## src/rtl/writeback_queue_if.sv

```systemverilog
// writeback_queue_if: groups the load/ALU result handshakes, the register-file
// write beat, the occupancy count and, when WBQ_BYPASS_EN is defined, the
// operand-fetch lookup ports of writeback_queue.
// The master modport is the queue side and the slave modport is the
// surrounding core and register file.
interface writeback_queue_if #(
  parameter int DEPTH = 4,
  parameter int XLEN  = 32
);
  localparam int CNT_W = $clog2(DEPTH) + 1;

  // load result path
  logic            ld_valid;
  logic            ld_ready;
  logic [4:0]      ld_rd;
  logic [XLEN-1:0] ld_data;

  // ALU result path
  logic            alu_valid;
  logic            alu_ready;
  logic [4:0]      alu_rd;
  logic [XLEN-1:0] alu_data;

  // register file write beat
  logic            reg_wr;
  logic [4:0]      wr_rd;
  logic [XLEN-1:0] wr_data;
  logic            rf_ready;

  // occupancy
  logic [CNT_W-1:0] pending_cnt;

`ifdef WBQ_BYPASS_EN
  // operand-fetch lookup
  logic [4:0]      rs1;
  logic [4:0]      rs2;
  logic            byp1_hit;
  logic            byp2_hit;
  logic [XLEN-1:0] byp1_data;
  logic [XLEN-1:0] byp2_data;
`endif

  modport master (
    input  ld_valid, ld_rd, ld_data,
    output ld_ready,
    input  alu_valid, alu_rd, alu_data,
    output alu_ready,
    output reg_wr, wr_rd, wr_data,
    input  rf_ready,
    output pending_cnt
`ifdef WBQ_BYPASS_EN
    ,
    input  rs1, rs2,
    output byp1_hit, byp2_hit, byp1_data, byp2_data
`endif
  );

  modport slave (
    output ld_valid, ld_rd, ld_data,
    input  ld_ready,
    output alu_valid, alu_rd, alu_data,
    input  alu_ready,
    input  reg_wr, wr_rd, wr_data,
    output rf_ready,
    input  pending_cnt
`ifdef WBQ_BYPASS_EN
    ,
    output rs1, rs2,
    input  byp1_hit, byp2_hit, byp1_data, byp2_data
`endif
  );

endinterface

```

## src/rtl/writeback_queue.sv

```systemverilog
// writeback_queue: in-order write-back FIFO between the ALU/load result
// paths and the register file. Up to two results are accepted per cycle
// (load older than ALU), writes to x0 are swallowed, and the head entry is
// offered to the register file as a reg_wr beat under rf_ready.
// Optional feature macro: WBQ_BYPASS_EN adds the rs1/rs2 lookup that returns
// the youngest pending value for a source register.
module writeback_queue #(
  parameter int DEPTH = 4,
  parameter int XLEN  = 32
) (
  input  logic clock,
  input  logic reset,
  writeback_queue_if.master bus
);
  localparam int PTR_W = $clog2(DEPTH);
  localparam int CNT_W = PTR_W + 1;

  // pointer / occupancy state
  logic [PTR_W-1:0] rd_ptr_reg, rd_ptr_next;
  logic [PTR_W-1:0] wr_ptr_reg, wr_ptr_next;
  logic [CNT_W-1:0] count_reg, count_next;

  // entry storage, flattened out of the per-entry generate blocks
  logic [4:0]      entry_rd   [DEPTH];
  logic [XLEN-1:0] entry_data [DEPTH];

  // handshake and push/pop decode
  logic             ld_fire, alu_fire;
  logic             ld_push, alu_push;
  logic [1:0]       num_push;
  logic [PTR_W-1:0] alu_slot;
  logic             head_valid;
  logic             pop;

  // Readiness looks only at the registered count, so a pop in the same
  // cycle never frees space; the ALU must leave room for a concurrent load.
  assign bus.ld_ready  = !reset && (count_reg <= CNT_W'(DEPTH - 1));
  assign bus.alu_ready = !reset && (bus.ld_valid ? (count_reg <= CNT_W'(DEPTH - 2))
                                                 : (count_reg <= CNT_W'(DEPTH - 1)));

  assign ld_fire  = bus.ld_valid  && bus.ld_ready;
  assign alu_fire = bus.alu_valid && bus.alu_ready;
  // x0 writes complete the handshake but never occupy an entry
  assign ld_push  = ld_fire  && (bus.ld_rd  != 5'd0);
  assign alu_push = alu_fire && (bus.alu_rd != 5'd0);
  assign num_push = {1'b0, ld_push} + {1'b0, alu_push};
  // the ALU result lands just behind the load when both are enqueued
  assign alu_slot = wr_ptr_reg + PTR_W'(ld_push);

  assign head_valid = (count_reg != '0);
  assign pop        = head_valid && bus.rf_ready;

  // Per-entry storage: each slot captures the load or the ALU result when
  // the write pointer (or the slot behind it) selects it.
  for (genvar gi = 0; gi < DEPTH; gi++) begin : g_entry
    logic [4:0]      rd_reg;
    logic [XLEN-1:0] data_reg;
    logic            ld_we;
    logic            alu_we;

    assign ld_we  = ld_push  && (wr_ptr_reg == PTR_W'(gi));
    assign alu_we = alu_push && (alu_slot   == PTR_W'(gi));

    // capture an incoming result into this slot; reset empties it
    always_ff @(posedge clock or posedge reset) begin
      if (reset) begin
        rd_reg   <= '0;
        data_reg <= '0;
      end else if (ld_we) begin
        rd_reg   <= bus.ld_rd;
        data_reg <= bus.ld_data;
      end else if (alu_we) begin
        rd_reg   <= bus.alu_rd;
        data_reg <= bus.alu_data;
      end
    end

    assign entry_rd[gi]   = rd_reg;
    assign entry_data[gi] = data_reg;
  end

  // next pointers and count from this cycle's pushes and pop
  always_comb begin
    wr_ptr_next = wr_ptr_reg + PTR_W'(num_push);
    rd_ptr_next = rd_ptr_reg + PTR_W'(pop);
    count_next  = count_reg + CNT_W'(num_push) - CNT_W'(pop);
  end

  // pointer and count registers
  always_ff @(posedge clock or posedge reset) begin
    if (reset) begin
      rd_ptr_reg <= '0;
      wr_ptr_reg <= '0;
      count_reg  <= '0;
    end else begin
      rd_ptr_reg <= rd_ptr_next;
      wr_ptr_reg <= wr_ptr_next;
      count_reg  <= count_next;
    end
  end

  // present the head entry as the write beat; zeros while empty
  always_comb begin
    bus.reg_wr  = head_valid;
    bus.wr_rd   = '0;
    bus.wr_data = '0;
    if (head_valid) begin
      bus.wr_rd   = entry_rd[rd_ptr_reg];
      bus.wr_data = entry_data[rd_ptr_reg];
    end
  end

  assign bus.pending_cnt = count_reg;

`ifdef WBQ_BYPASS_EN
  // Walk occupied entries oldest to youngest so the last match wins; only
  // registered entries are searched, so this cycle's pushes are invisible.
  function automatic logic [XLEN:0] lookup(input logic [4:0] rs);
    logic [XLEN:0]    result;
    logic [PTR_W-1:0] idx;
    result = '0;
    for (int i = 0; i < DEPTH; i++) begin
      idx = rd_ptr_reg + PTR_W'(i);
      if ((CNT_W'(i) < count_reg) && (rs != 5'd0) && (entry_rd[idx] == rs)) begin
        result = {1'b1, entry_data[idx]};
      end
    end
    return result;
  endfunction

  // answer both operand lookups from the pending entries
  always_comb begin
    {bus.byp1_hit, bus.byp1_data} = lookup(bus.rs1);
    {bus.byp2_hit, bus.byp2_data} = lookup(bus.rs2);
  end
`endif

endmodule

```

## src/flat_wrapper.sv

```systemverilog
// flat-port wrapper written by rule: the top's interface ports become plain ports
module writeback_queue_flat 
#(
  parameter int DEPTH = 4,
  parameter int XLEN  = 32
)
  (clock, reset, bus_ld_valid, bus_ld_rd, bus_ld_data, bus_ld_ready, bus_alu_valid, bus_alu_rd, bus_alu_data, bus_alu_ready, bus_reg_wr, bus_wr_rd, bus_wr_data, bus_rf_ready, bus_pending_cnt);
  writeback_queue_if #(.DEPTH(DEPTH), .XLEN(XLEN)) bus_i ();
  input  logic clock;
  input  logic reset;
  input wire logic [$bits(bus_i.ld_valid)-1:0] bus_ld_valid;
  input wire logic [$bits(bus_i.ld_rd)-1:0] bus_ld_rd;
  input wire logic [$bits(bus_i.ld_data)-1:0] bus_ld_data;
  output wire logic [$bits(bus_i.ld_ready)-1:0] bus_ld_ready;
  input wire logic [$bits(bus_i.alu_valid)-1:0] bus_alu_valid;
  input wire logic [$bits(bus_i.alu_rd)-1:0] bus_alu_rd;
  input wire logic [$bits(bus_i.alu_data)-1:0] bus_alu_data;
  output wire logic [$bits(bus_i.alu_ready)-1:0] bus_alu_ready;
  output wire logic [$bits(bus_i.reg_wr)-1:0] bus_reg_wr;
  output wire logic [$bits(bus_i.wr_rd)-1:0] bus_wr_rd;
  output wire logic [$bits(bus_i.wr_data)-1:0] bus_wr_data;
  input wire logic [$bits(bus_i.rf_ready)-1:0] bus_rf_ready;
  output wire logic [$bits(bus_i.pending_cnt)-1:0] bus_pending_cnt;
  assign bus_i.ld_valid = bus_ld_valid;
  assign bus_i.ld_rd = bus_ld_rd;
  assign bus_i.ld_data = bus_ld_data;
  assign bus_ld_ready = bus_i.ld_ready;
  assign bus_i.alu_valid = bus_alu_valid;
  assign bus_i.alu_rd = bus_alu_rd;
  assign bus_i.alu_data = bus_alu_data;
  assign bus_alu_ready = bus_i.alu_ready;
  assign bus_reg_wr = bus_i.reg_wr;
  assign bus_wr_rd = bus_i.wr_rd;
  assign bus_wr_data = bus_i.wr_data;
  assign bus_i.rf_ready = bus_rf_ready;
  assign bus_pending_cnt = bus_i.pending_cnt;
  writeback_queue #(.DEPTH(DEPTH), .XLEN(XLEN)) u_core (.clock(clock), .reset(reset), .bus(bus_i));
endmodule
```

## config.mk

```make
export PLATFORM = sky130hd
export DESIGN_NAME = writeback_queue_flat
export DESIGN_NICKNAME = d
export VERILOG_FILES = /design/src/rtl/writeback_queue_if.sv /design/src/rtl/writeback_queue.sv /design/src/flat_wrapper.sv
export SDC_FILE = /design/constraint.sdc
export NUM_CORES = 1
export LEC_CHECK = 0
export ABC_CLOCK_PERIOD_IN_PS = 5700
export CAP_MARGIN = 40
export CORE_MARGIN = 3
export CORE_UTILIZATION = 51
export DETAILED_ROUTE_END_ITERATION = 10
export MAX_ROUTING_LAYER = met4
export PLACE_DENSITY = 0.78
export SETUP_SLACK_MARGIN = 0.05
export SYNTH_ARGS = -nofsm -noshare
export SYNTH_HDL_FRONTEND = slang
export SYNTH_SLANG_ARGS = --single-unit
```

## constraint.sdc

```tcl
create_clock -name clock -period 5.7 [get_ports clock]
set_clock_uncertainty 0.2 [all_clocks]
set_input_delay 1.14 -clock clock [delete_from_list [all_inputs] [get_ports clock]]
set_output_delay 1.14 -clock clock [all_outputs]
set_load 0.1 [all_outputs]
```

==> After elaboration in Yosys (flattened, before gate mapping) <==
Cells that the tools add are included.
{ "totals": {"regBits": 155, "latchBits": 0, "mem_bits_rw": 0, "mem_bits_ro": 0, "in_bits": 79, "output_inout_bits": 43, "elab_cells": 77, "memories": 0} }
{ "op_classes": {"addsub": 6, "n_mul": 0, "n_div": 0, "order_cmp": 3, "n_eq_ne": 6, "shifts": 0, "muxes": 25, "n_bitwise": 1, "reduce_logical": 25} }
{ "op_table": {"columns": ["op", "count"], "rows": [
  ["32-bit two-way mux", 11],
  ["32-bit binary-select mux with 2-bit select", 1],
  ["5-bit two-way mux", 11],
  ["1-bit logical AND", 15],
  ["5-bit binary-select mux with 2-bit select", 1],
  ["5-bit nonzero test", 2],
  ["2-bit == test (second input constant)", 4],
  ["2-bit nonzero test", 4],
  ["3-bit by 2-bit less-or-equal comparator with 1-bit output (second input constant)", 2],
  ["2-bit by 1-bit adder with 2-bit output", 2],
  ["2-bit by 1-bit == test with 1-bit output (second input constant)", 2],
  ["2-bit zero test", 2],
  ["3-bit by 2-bit adder with 3-bit output", 1],
  ["3-bit >= comparator (second input constant)", 1],
  ["2-bit inverter with 3-bit output", 1],
  ["3-bit nonzero test", 1],
  ["3-bit by 1-bit subtractor with 3-bit output", 1],
  ["1-bit by 1-bit adder with 2-bit output", 1],
  ["2-bit adder", 1],
  ["1-bit zero test", 1],
  ["1-bit two-way mux", 1]
]} }

==> Longest topological paths before layout <==
Gate-level depths: netlist of the first run.
{ "logic_depth": {"ltp_word": 9, "ltp_mapped": 12, "depth_no_buf": 10} }

==> Worst setup path after synthesis of the first run <==
Ideal clock, no wire load.
{ "synth_timing": {"kind": "input to register", "startpoint": "input port reset", "endpoint": "register u_core.count_reg[2], in the netlist u_core.bus.pending_cnt[2]", "t_arrival_ps": 4548, "t_required_ps": 5338, "setup_slack_ps": 791, "stages": 12, "path_cell_list": "a311oi_2 > o211a_1 > buf_6 > buf_6 > buf_6 > ha_1 > inv_1 > ha_1 > inv_1 > fa_1 > xnor2_1 > xnor2_1"} }
{ "synth_via": {"elab_chain_len": 7, "elab_cells_between_ends": 10, "cone_classes": "add/sub: 3; reduce/logical: 7"} }
{ "synth_lines": {"columns": ["item", "line", "source"], "rows": [
  ["start: declaration", "flat_wrapper.sv:10", "input logic reset;"],
  ["1-bit zero test *", "writeback_queue.sv:37, writeback_queue.sv:38", null],
  ["1-bit logical AND, on equally long branches", "writeback_queue.sv:37, writeback_queue.sv:38", null],
  ["1-bit logical AND, on equally long branches", "writeback_queue.sv:41, writeback_queue.sv:42", null],
  ["1-bit logical AND, on equally long branches", "writeback_queue.sv:44, writeback_queue.sv:45", null],
  ["1-bit by 1-bit adder with 2-bit output *", "writeback_queue.sv:46", "assign num_push = {1'b0, ld_push} + {1'b0, alu_push};"],
  ["3-bit by 2-bit adder with 3-bit output *", "writeback_queue.sv:86", "count_next = count_reg + CNT_W'(num_push) - CNT_W'(pop);"],
  ["3-bit by 1-bit subtractor with 3-bit output *", "writeback_queue.sv:86", null],
  ["via u_core.count_next[2]", "writeback_queue.sv:21", "logic [CNT_W-1:0] count_reg, count_next;"],
  ["end signal: assignment", "writeback_queue.sv:98", "count_reg <= count_next;"],
  ["end: declaration", "writeback_queue.sv:21", null]
]} }
The timed path passes the listed nets; every way through them passes the cells marked *.
A chain may end at the register's enable or synchronous reset.

==> Worst setup path after layout of the first run <==
{ "layout_timing": {"startpoint": "register u_core.rd_ptr_reg[0]", "endpoint": "output port bus_wr_data[4]"} }
{ "layout_via": {"elab_chain_len": 5} }
{ "layout_lines": {"columns": ["item", "line", "source"], "rows": [
  ["start: declaration", "writeback_queue.sv:19", "logic [PTR_W-1:0] rd_ptr_reg, rd_ptr_next;"],
  ["start signal: assignment", "writeback_queue.sv:96", "rd_ptr_reg <= rd_ptr_next;"],
  ["2-bit inverter with 3-bit output (not written as such)", "writeback_queue.sv:109", "bus.wr_data = entry_data[rd_ptr_reg];"],
  ["32-bit binary-select mux with 2-bit select", "writeback_queue.sv:109", null],
  ["32-bit two-way mux (not written as such) (2 in series)", "writeback_queue.sv:109", null],
  ["32-bit two-way mux", "writeback_queue.sv:107", "if (head_valid) begin"],
  ["end: declaration", "flat_wrapper.sv:21", "output wire logic [$bits(bus_i.wr_data)-1:0] bus_wr_data;"]
]} }
No other way between the ends. The select of a mux whose other input is x is not followed.

==> run_results.csv, run 1 <==
group,metric,value,unit
cells_and_area,num-fill-cells,1334,
placement,dp_hpwl,16800,um
global_routing,grt_pass1_vias,9039,
clock_tree,cts.root.buffer_cell,"clkbuf_16",
worst_setup_path,crit_end_element,"output pin",
clock_tree,post_cts.resized_instances,0,
flow_run,drv_cap,0,
clock_tree,postCtsSetupRepairBufs,0,
hold_path,hold_path_end,"u_core.g_entry[0].rd_reg[0]",
detailed_routing,drt.antenna.violating_nets,0,
clock_tree,path_clk_slew,0.06,ns
floorplanning,floorplan.die_area,19400,um^2
cells_and_area,multi_input_area,4570,um^2
synth,synthCells,983,
timing,setup_tns,0,ns
run_status,outcome,"finished, final reports clean",
cells_and_area,layout.area.seq,3880,um^2
timing,post-route-period-util,77.1,%
global_routing,total_global_route_track_usage,30.1,%
synth,synth_area,9040,um^2
clock_tree,cts.htree.levels,4,
placement,place_inst,1286,
hold_path,min_path_cells,2,
worst_setup_path,critPathLaunchType,"flop",
cells_and_area,area_growth_syn_to_layout,27.7,%
clock_tree,tritoncts_num_sinks,155,
detailed_routing,first_iter_violations,1096,
clock_tree,clkLatencyLatePin,0.43,ns
worst_setup_path,cp.arrival,3.05,ns
clock_tree,tritoncts_clock_tree,"yes",
timing,max_clock_freq,228,MHz
cells_and_area,finish.cell_count_without_fillers,1318,
clock_tree,cts_max_path_buffers,2,
synth,synth-warning-count,0,
worst_setup_path,path_class,"reg -> out",
detailed_routing,drc,0,
worst_setup_path,critical_path_peak_fanout,21,
global_routing,largest_net_degree_at_the_start_of_global_routing,84,
placement,buffer_ports.inserted,121,
cells_and_area,final_core_utilization,66.7,%
cells_and_area,most_common_cell_after_layout_fill_and_taps_aside,"dfrtp_1",
worst_setup_path,r2r-start,"u_core.bus.pending_cnt[1]",
detailed_routing,via_per_inst,6.73,
floorplanning,placement_rows,48,
detailed_routing,post_drt_wl_per_cell,21.2,um
detailed_routing,postRouteWirelength,27900,um
hold_path,min_from,"u_core.g_entry[0].rd_reg[0]",
clock_tree,cts_hold_buf,0,
timing,worst_hold_margin,0.353,ns
floorplanning,ioPinCount,122,
hold_path,hp-class,"reg -> reg",
synth,postSynth.topFlopCell,"dfrtp_1",
synth,seq_area_frac_synth,42.9,%
cells_and_area,layout-drive-gt1-share,14.6,%
synth,number_of_distinct_library_cell_variants_in_the_gate_level_netlist_after_synthesis,32,
floorplanning,height_of_the_chip,139,um
timing,finalSetupViolCount,0,
cells_and_area,largest_register_ff_count,128,
placement,place.gp.congestion,0.820,
cells_and_area,layout.cells.most_common_list,"dfrtp_1 (153), nor2_1 (149), a31oi_1 (148)",
synth,mappedNetlistNets,1070,
timing,grt_setup_unrepaired,"no",
cells_and_area,fin_nets,1167,
worst_setup_path,r2r_setup_slack,2.22,ns
timing,max_slew.worst_pin.slew,0.845,ns
synth,number_of_enable_type_register_cells_in_the_synthesized_netlist,0,
timing,maxSlewViolCount,0,
synth,syn_avg_cell_area,9.19,um^2
detailed_routing,dr.pass1.iters,6,
floorplanning,die_width,139,um
clock_tree,number_of_clock_buffers_inserted_by_tritoncts,17,
synth,postSynth.asyncResetShare,100,%
timing,timing_hold_violations_final,0,
worst_setup_path,worst-r2r-cell-count,6,
timing,layout_min_cycle_time,4.39,ns
global_routing,grt_pass1_wl,45900,um
detailed_routing,detailroute.via_count,8864,
timing,worst_slew_margin_rel,43.6,%
global_routing,globalRoute.totalOverflow,0,
synth,synth_seq_cells,155,
cells_and_area,ant_cells,0,
worst_setup_path,reg2reg_to,"u_core.g_entry[1].data_reg[18]",
floorplanning,coreArea,17300,um^2
worst_setup_path,worst_ep_required_time,4.36,ns
floorplanning,initial_utilization,52.2,%
global_routing,antenna_found_initial,0,
[layout make-up]
| class | instances | area share (%) |
|---|---|---|
| clock inverter | 6 | 0.716 |
| sequential | 155 | 33.6 |
| tap | 225 | 2.44 |
| timing repair buffer | 194 | 18.6 |
| clock buffer | 26 | 4.50 |
| inverter | 11 | 0.401 |
| multi-input combinational | 701 | 39.7 |
[how the worst max path moves through the flow]
| stage | from | to | slack, ns | cells past startpoint |
|---|---|---|---|---|
| floorplan | reset | u_core.bus.pending_cnt[0] | 0.18 | 1 |
| detailed placement | reset | u_core.g_entry[1].data_reg[27] | 1.04 | 7 |
| global route | u_core.rd_ptr_reg[0] | bus_wr_data[7] | 1.14 | 5 |
| CTS | u_core.rd_ptr_reg[0] | bus_wr_data[4] | 1.25 | 5 |
| finish | u_core.rd_ptr_reg[0] | bus_wr_data[4] | 1.31 | 5 |
| global placement | bus_ld_rd[2] | u_core.g_entry[3].data_reg[1] | 1.12 | 10 |
[layer usage]
| layer | part of all wire (%) | global-route usage, % |
|---|---|---|
| met3 | 9.5 | 5.41 |
| met1 | 38 | 38.2 |
| met4 | 3.3 | 12.6 |
| met2 | 49 | 48.0 |
| met5 | 0 | - |
[worst max-delay path, stage by stage, from the launching register on]
cell and delay [ns]:
dfrtp_2 0.89, buf_4 0.37, mux4_2 0.51, nor2b_1 0.15
clkdlybuf4s50_1 0.49, buf_8 0.19
[cells in the mapped netlist (2+ instances only)]
| cell | count | share of area, % |
|---|---|---|
| nand3_1 | 74 | 4.1 |
| o21ai_1 | 50 | 2.8 |
| ha_1 | 7 | 0.97 |
| xor2_1 | 2 | 0.19 |
| o21ai_0 | 98 | 5.4 |
| a31oi_1 | 148 | 10 |
| o211ai_2 | 2 | 0.28 |
| xnor2_1 | 5 | 0.48 |
| buf_6 | 16 | 2.0 |
| buf_4 | 16 | 1.3 |
| buf_2 | 28 | 1.6 |
| nor2_1 | 151 | 6.3 |
| buf_1 | 10 | 0.42 |
| mux4_2 | 37 | 9.2 |
| clkbuf_1 | 46 | 1.9 |
| a211o_1 | 2 | 0.19 |
| o2111ai_2 | 2 | 0.33 |
| dfrtp_1 | 155 | 43 |
| inv_1 | 11 | 0.46 |
| nor2b_1 | 38 | 2.6 |
| nand4_1 | 74 | 5.1 |
[cell families (layout without fill, tap and decap cells)]
logic type / after synthesis / after routing / share of synthesized area [%]
multiplexers: 37 / 37 / 9.22
XOR/XNOR: 7 / 7 / 0.678
flip-flops: 155 / 155 / 42.9
adder cells (fa/ha/maj): 8 / 8 / 1.19
buffers and inverters: 127 / 237 / 7.66
AO/OA/AOI/OAI: 305 / 305 / 19.6
AND/OR/NAND/NOR: 344 / 344 / 18.7
[stage by stage]
step	setup WS, ns	instance area, um^2
CTS	1.25	11500
finish	1.31	11500
global route	1.14	11500
global placement	1.12	10200
detailed placement	1.04	10900
floorplan	0.182	9040
Power of run 1 is left out: the tool's default activity adds up to more than one toggle a clock period on the data nets, which glitch-free logic cannot reach.
==> run 2, diff against run 1 <==
--- a/config.mk
+++ b/config.mk
@@ -5,13 +5,13 @@
 export SDC_FILE = /design/constraint.sdc
 export NUM_CORES = 1
 export LEC_CHECK = 0
-export ABC_CLOCK_PERIOD_IN_PS = 5700
+export ABC_CLOCK_PERIOD_IN_PS = 4200
 export CAP_MARGIN = 40
 export CORE_MARGIN = 3
-export CORE_UTILIZATION = 51
+export CORE_UTILIZATION = 56
 export DETAILED_ROUTE_END_ITERATION = 10
 export MAX_ROUTING_LAYER = met4
-export PLACE_DENSITY = 0.78
+export PLACE_DENSITY = 0.81
 export SETUP_SLACK_MARGIN = 0.05
 export SYNTH_ARGS = -nofsm -noshare
 export SYNTH_HDL_FRONTEND = slang
==> constraint.sdc (replaced) <==
create_clock -name clock -period 4.2 [get_ports clock]
set_clock_uncertainty 0.2 [all_clocks]
set_input_delay 0.84 -clock clock [delete_from_list [all_inputs] [get_ports clock]]
set_output_delay 0.84 -clock clock [all_outputs]
set_load 0.1 [all_outputs]
==> run 2 against run 1 <==
Effect of this change: die area is 8.6% lower; flip-flop and latch count did not move; critical path depth rose by 4; critical path type is now in -> reg; setup slack lost 0.74 ns; clock-buffer cell count shrank 1; register-to-register slack lost 0.88 ns.
==> run_results.csv, run 2 (same netlist as run 1, synthesis figures left out) <==
group,metric,value,unit
clock_tree,cts.root.buffer_cell,"clkbuf_16",
floorplanning,initial_utilization,58.4,%
floorplanning,placement_rows,45,
cells_and_area,area_growth_syn_to_layout,20.5,%
global_routing,grt_pass1_vias,8589,
run_status,outcome,"finished, final reports clean",
worst_setup_path,critPathTopFamily,"buffers and inverters",
placement,buffer_ports.inserted,121,
floorplanning,coreArea,15500,um^2
placement,dp_hpwl,16000,um
timing,setup_tns,0,ns
clock_tree,number_of_clock_buffers_inserted_by_tritoncts,17,
timing,max_slew.worst_pin.slew,0.925,ns
global_routing,globalRoute.totalOverflow,0,
detailed_routing,dr.pass1.iters,6,
clock_tree,clkLatencyLatePin,0.43,ns
cells_and_area,num-fill-cells,1123,
clock_tree,cts_hold_buf,0,
cells_and_area,most_common_cell_after_layout_fill_and_taps_aside,"dfrtp_1",
worst_setup_path,critPathLaunchType,"input pin",
floorplanning,floorplan.die_area,17700,um^2
timing,post-route-worst-setup-slack,0.565,ns
timing,timing_hold_violations_final,0,
worst_setup_path,critical-path-max-stage-delay,0.52,ns
global_routing,total_global_route_track_usage,32.4,%
timing,layout_min_cycle_time,3.63,ns
worst_setup_path,cp.arrival,3.70,ns
worst_setup_path,critical_path_peak_fanout,42,
worst_setup_path,timing.critical_path.cells,"clkdlybuf4s50_1 > nor4_1 > a21oi_1 > ha_4 > buf_4 > inv_2 > buf_4 > o21ai_0 > a31oi_1",
cells_and_area,layout.cells.most_common_list,"dfrtp_1 (151), nor2_1 (148), a31oi_1 (148)",
clock_tree,cts_max_path_buffers,2,
floorplanning,die_width,133,um
detailed_routing,detailroute.via_count,8756,
clock_tree,post_cts.resized_instances,0,
detailed_routing,drt.antenna.violating_nets,0,
flow_run,drv_cap,0,
detailed_routing,post_drt_wl_per_cell,21.9,um
worst_setup_path,critical_path.most_common_cell,"buf_4",
clock_tree,cts.htree.levels,4,
timing,maxSlewViolCount,0,
worst_setup_path,path_class,"in -> reg",
floorplanning,ioPinCount,122,
worst_setup_path,crit_slowest_cell,"nor4_1",
global_routing,antenna_found_initial,1,
worst_setup_path,path_buf_inv,4,
cells_and_area,fin_nets,1128,
cells_and_area,finish.cell_count_without_fillers,1266,
global_routing,largest_net_degree_at_the_start_of_global_routing,149,
floorplanning,height_of_the_chip,133,um
detailed_routing,postRouteWirelength,27800,um
clock_tree,tritoncts_num_sinks,155,
timing,max_clock_freq,275,MHz
clock_tree,path_clk_slew,0.06,ns
detailed_routing,drc,0,
cells_and_area,layout-drive-gt1-share,15.3,%
timing,post-route-period-util,86.5,%
timing,finalSetupViolCount,0,
worst_setup_path,worst_ep_required_time,4.27,ns
placement,place_inst,1233,
clock_tree,postCtsSetupRepairBufs,0,
detailed_routing,first_iter_violations,1140,
placement,dp_slack,0.212,ns
worst_setup_path,crit_end_element,"flop",
hold_path,hp-class,"reg -> reg",
timing,worst_slew_margin_rel,38.3,%
placement,place.gp.congestion,0.831,
detailed_routing,via_per_inst,6.92,
clock_tree,tritoncts_clock_tree,"yes",
worst_setup_path,r2r_setup_slack,1.34,ns
global_routing,grt_pass1_wl,44700,um
timing,grt_setup_unrepaired,"no",
cells_and_area,largest_register_ff_count,128,
==> run 2: cell types whose count changed in the layout (fill, tap and decap cells not counted), moves of 2 or more <==
cell | previous run | this run
dfrtp_2 | 2 | 4
clkbuf_8 | 6 | 4
buf_8 | 42 | 4
dfrtp_1 | 153 | 151
clkdlybuf4s50_1 | 120 | 82
clkinv_2 | 3 | 5
buf_4 | 27 | 58
buf_12 | 3 | 10
==> run 2: per-layer routing <==
| layer | track usage (%) | wire [um] | up-vias |
|---|---|---|---|
| met3 | 6.58 | 2760 | 78 |
| met2 | 50.6 | 13600 | 584 |
| met5 | - | 0 | - |
| met4 | 12.7 | 692 | 0 |
| met1 | 41.9 | 10700 | 4296 |
| li1 | - | - | 3798 |
==> run 2: layout make-up <==
type | instances | area [um^2] | share of cell area, %
multi-input combinational | 701 | 4590 | 42.1
sequential | 155 | 3880 | 35.7
timing repair buffer | 155 | 1540 | 14.2
clock buffer | 25 | 495 | 4.55
tap | 211 | 264 | 2.43
clock inverter | 7 | 63.8 | 0.586
inverter | 11 | 45.0 | 0.414
antenna | 1 | 2.50 | 0.0230
==> run 2: final timing paths <==
check	startpoint	end	depth (start not counted)
max	bus_ld_rd[2]	u_core.g_entry[1].rd_reg[4]	9
min	u_core.g_entry[3].rd_reg[1]	u_core.g_entry[3].rd_reg[1]	2
max reg2reg	u_core.bus.pending_cnt[2]	u_core.g_entry[3].data_reg[16]	9
min reg2reg	u_core.g_entry[3].rd_reg[1]	u_core.g_entry[3].rd_reg[1]	2
max in group asynchronous	reset	u_core.g_entry[2].data_reg[13]	3
min in group asynchronous	reset	u_core.bus.pending_cnt[1]	2
==> run 2: stage by stage <==
stage | area [um^2] | hold slack (ns) | utilization, %
finish | 10900 | 0.360 | 70.3
floorplan | 9060 | 0.261 | -
CTS | 10900 | 0.353 | 70.3
global route | 10900 | 0.381 | 70.3
detailed placement | 10300 | 0.345 | 66.7
global placement | 10200 | 0.335 | 66.1
==> run 2: worst min-delay path: stages, from the launching register on <==
cell     delay (ns)
dfrtp_1        0.37
o21ai_0        0.07
a31oi_1        0.08
Power of run 2 is left out for the same reason.
==> run 3, diff against run 2 <==
--- a/config.mk
+++ b/config.mk
@@ -12,7 +12,7 @@
 export DETAILED_ROUTE_END_ITERATION = 10
 export MAX_ROUTING_LAYER = met4
 export PLACE_DENSITY = 0.81
-export SETUP_SLACK_MARGIN = 0.05
+export SETUP_SLACK_MARGIN = 0.4
 export SYNTH_ARGS = -nofsm -noshare
 export SYNTH_HDL_FRONTEND = slang
 export SYNTH_SLANG_ARGS = --single-unit
==> run 3 against run 2 <==
Effect of this change: setup slack better by 0.037 ns; routed wire length decreased by 1.6%; core utilization up 0.55 points; critical endpoint is now u_core.g_entry[1].rd_reg[1].
==> run_results.csv, run 3 (same netlist as run 1, synthesis figures left out) <==
group,metric,value,unit
run_status,outcome,"finished, final reports clean",
cells_and_area,ant_cells,0,
clock_tree,path_clk_slew,0.06,ns
clock_tree,cts.htree.levels,4,
placement,dp_hpwl,15700,um
global_routing,largest_net_degree_at_the_start_of_global_routing,124,
timing,timing_hold_violations_final,0,
floorplanning,height_of_the_chip,133,um
timing,finalSetupViolCount,0,
timing,grt_setup_unrepaired,"no",
global_routing,grt_pass1_vias,8292,
cells_and_area,most_common_cell_after_layout_fill_and_taps_aside,"dfrtp_1",
cells_and_area,layout.area.seq,3880,um^2
detailed_routing,dr.pass1.iters,5,
timing,worst_slew_margin_rel,51.1,%
timing,max_clock_freq,278,MHz
floorplanning,floorplan.die_area,17700,um^2
placement,buffer_ports.inserted,121,
cells_and_area,largest_register_ff_count,128,
cells_and_area,fin_nets,1133,
floorplanning,die_width,133,um
cells_and_area,area_growth_syn_to_layout,21.4,%
detailed_routing,drt.antenna.violating_nets,0,
clock_tree,clkLatencyLatePin,0.43,ns
global_routing,total_global_route_track_usage,31.5,%
cells_and_area,layout-drive-gt1-share,16.1,%
cells_and_area,layout.cells.most_common_list,"dfrtp_1 (151), nor2_1 (148), a31oi_1 (148)",
floorplanning,placement_rows,45,
worst_setup_path,path_class,"in -> reg",
timing,setup_tns,0,ns
timing,post-route-period-util,85.7,%
global_routing,antenna_found_initial,0,
hold_path,hp-class,"reg -> reg",
detailed_routing,post_drt_wl_per_cell,21.5,um
cells_and_area,num-fill-cells,1155,
worst_setup_path,r2r-start,"u_core.bus.pending_cnt[2]",
detailed_routing,first_iter_violations,1136,
worst_setup_path,worst_setup_path_startpoint,"bus_ld_rd[1]",
clock_tree,cts.root.buffer_cell,"clkbuf_16",
timing,layout_min_cycle_time,3.60,ns
global_routing,globalRoute.totalOverflow,0,
global_routing,grt_pass1_wl,43600,um
floorplanning,ioPinCount,122,
clock_tree,tritoncts_clock_tree,"yes",
worst_setup_path,crit_end_element,"flop",
worst_setup_path,critical_path_peak_fanout,58,
detailed_routing,via_per_inst,6.87,
floorplanning,coreArea,15500,um^2
worst_setup_path,critPathLaunchType,"input pin",
clock_tree,number_of_clock_buffers_inserted_by_tritoncts,17,
timing,maxSlewViolCount,0,
placement,place.gp.congestion,0.827,
clock_tree,cts_max_path_buffers,2,
worst_setup_path,worst_ep_required_time,4.27,ns
worst_setup_path,cp.arrival,3.67,ns
hold_path,min_from,"u_core.g_entry[3].data_reg[0]",
floorplanning,initial_utilization,58.4,%
clock_tree,tritoncts_num_sinks,155,
flow_run,drv_cap,0,
detailed_routing,detailroute.via_count,8728,
detailed_routing,postRouteWirelength,27300,um
cells_and_area,multi_input_area,4620,um^2
timing,max_slew.worst_pin.slew,0.733,ns
clock_tree,cts_hold_buf,0,
detailed_routing,drc,0,
==> run 3: worst max-delay path, stage by stage <==
cell and delay [ns]:
clkdlybuf4s50_1 0.53, nor4_2 0.42, a21oi_1 0.24, ha_4 0.24
xnor2_2 0.25, buf_4 0.25, o2111ai_4 0.14, buf_4 0.34
o21ai_0 0.29, a31oi_1 0.12
==> run 3: area by class of cell <==
cell class              instances  share of cell area, %
well taps                     211                   2.41
flip-flops and latches        155                   35.4
multi-input cells             701                   42.1
inverters                      11                  0.411
clock inverters                 8                   1.05
repair buffers                160                   14.2
clock buffers                  24                   4.39
==> run 3: through the flow <==
step                util [%]  instances  worst slack, ns  hold WS, ns  area [um^2]
floorplan                  -        983            0.227        0.261         9090
global route            70.9       1270            0.418        0.375        11000
detailed placement      66.9       1238           0.0570        0.349        10400
CTS                     70.8       1270            0.517        0.358        11000
global placement        66.4       1233            0.140        0.332        10300
finish                  70.9       1270            0.602        0.354        11000
==> run 3: worst paths after layout <==
kind / endpoint / slack (ns) / cells after the start
hold / removal: u_core.g_entry[3].data_reg[0] / 0.35 / 2
hold reg to reg: u_core.g_entry[3].data_reg[0] / 0.35 / 2
setup reg to reg: u_core.g_entry[1].data_reg[17] / 1.20 / 10
max in group asynchronous: u_core.g_entry[2].data_reg[11] / 2.30 / 3
setup / recovery: u_core.g_entry[1].rd_reg[1] / 0.60 / 10
min in group asynchronous: u_core.g_entry[1].data_reg[29] / 0.94 / 3
==> run 3: what timing repair did <==
item | CTS | global route
gates resized for setup | 0 | 2
buffers inserted | 0 | 0
endpoints found under the setup margin | 0 | 61
==> run 3: routing by layer <==
metal	share of wire (%)	track usage, %	vias up
met5	0	-	-
met4	2.9	12.4	0
met3	9.4	5.86	80
met2	49	47.9	542
met1	39	42.1	4297
li1	-	-	3809
Power of run 3 is left out for the same reason.
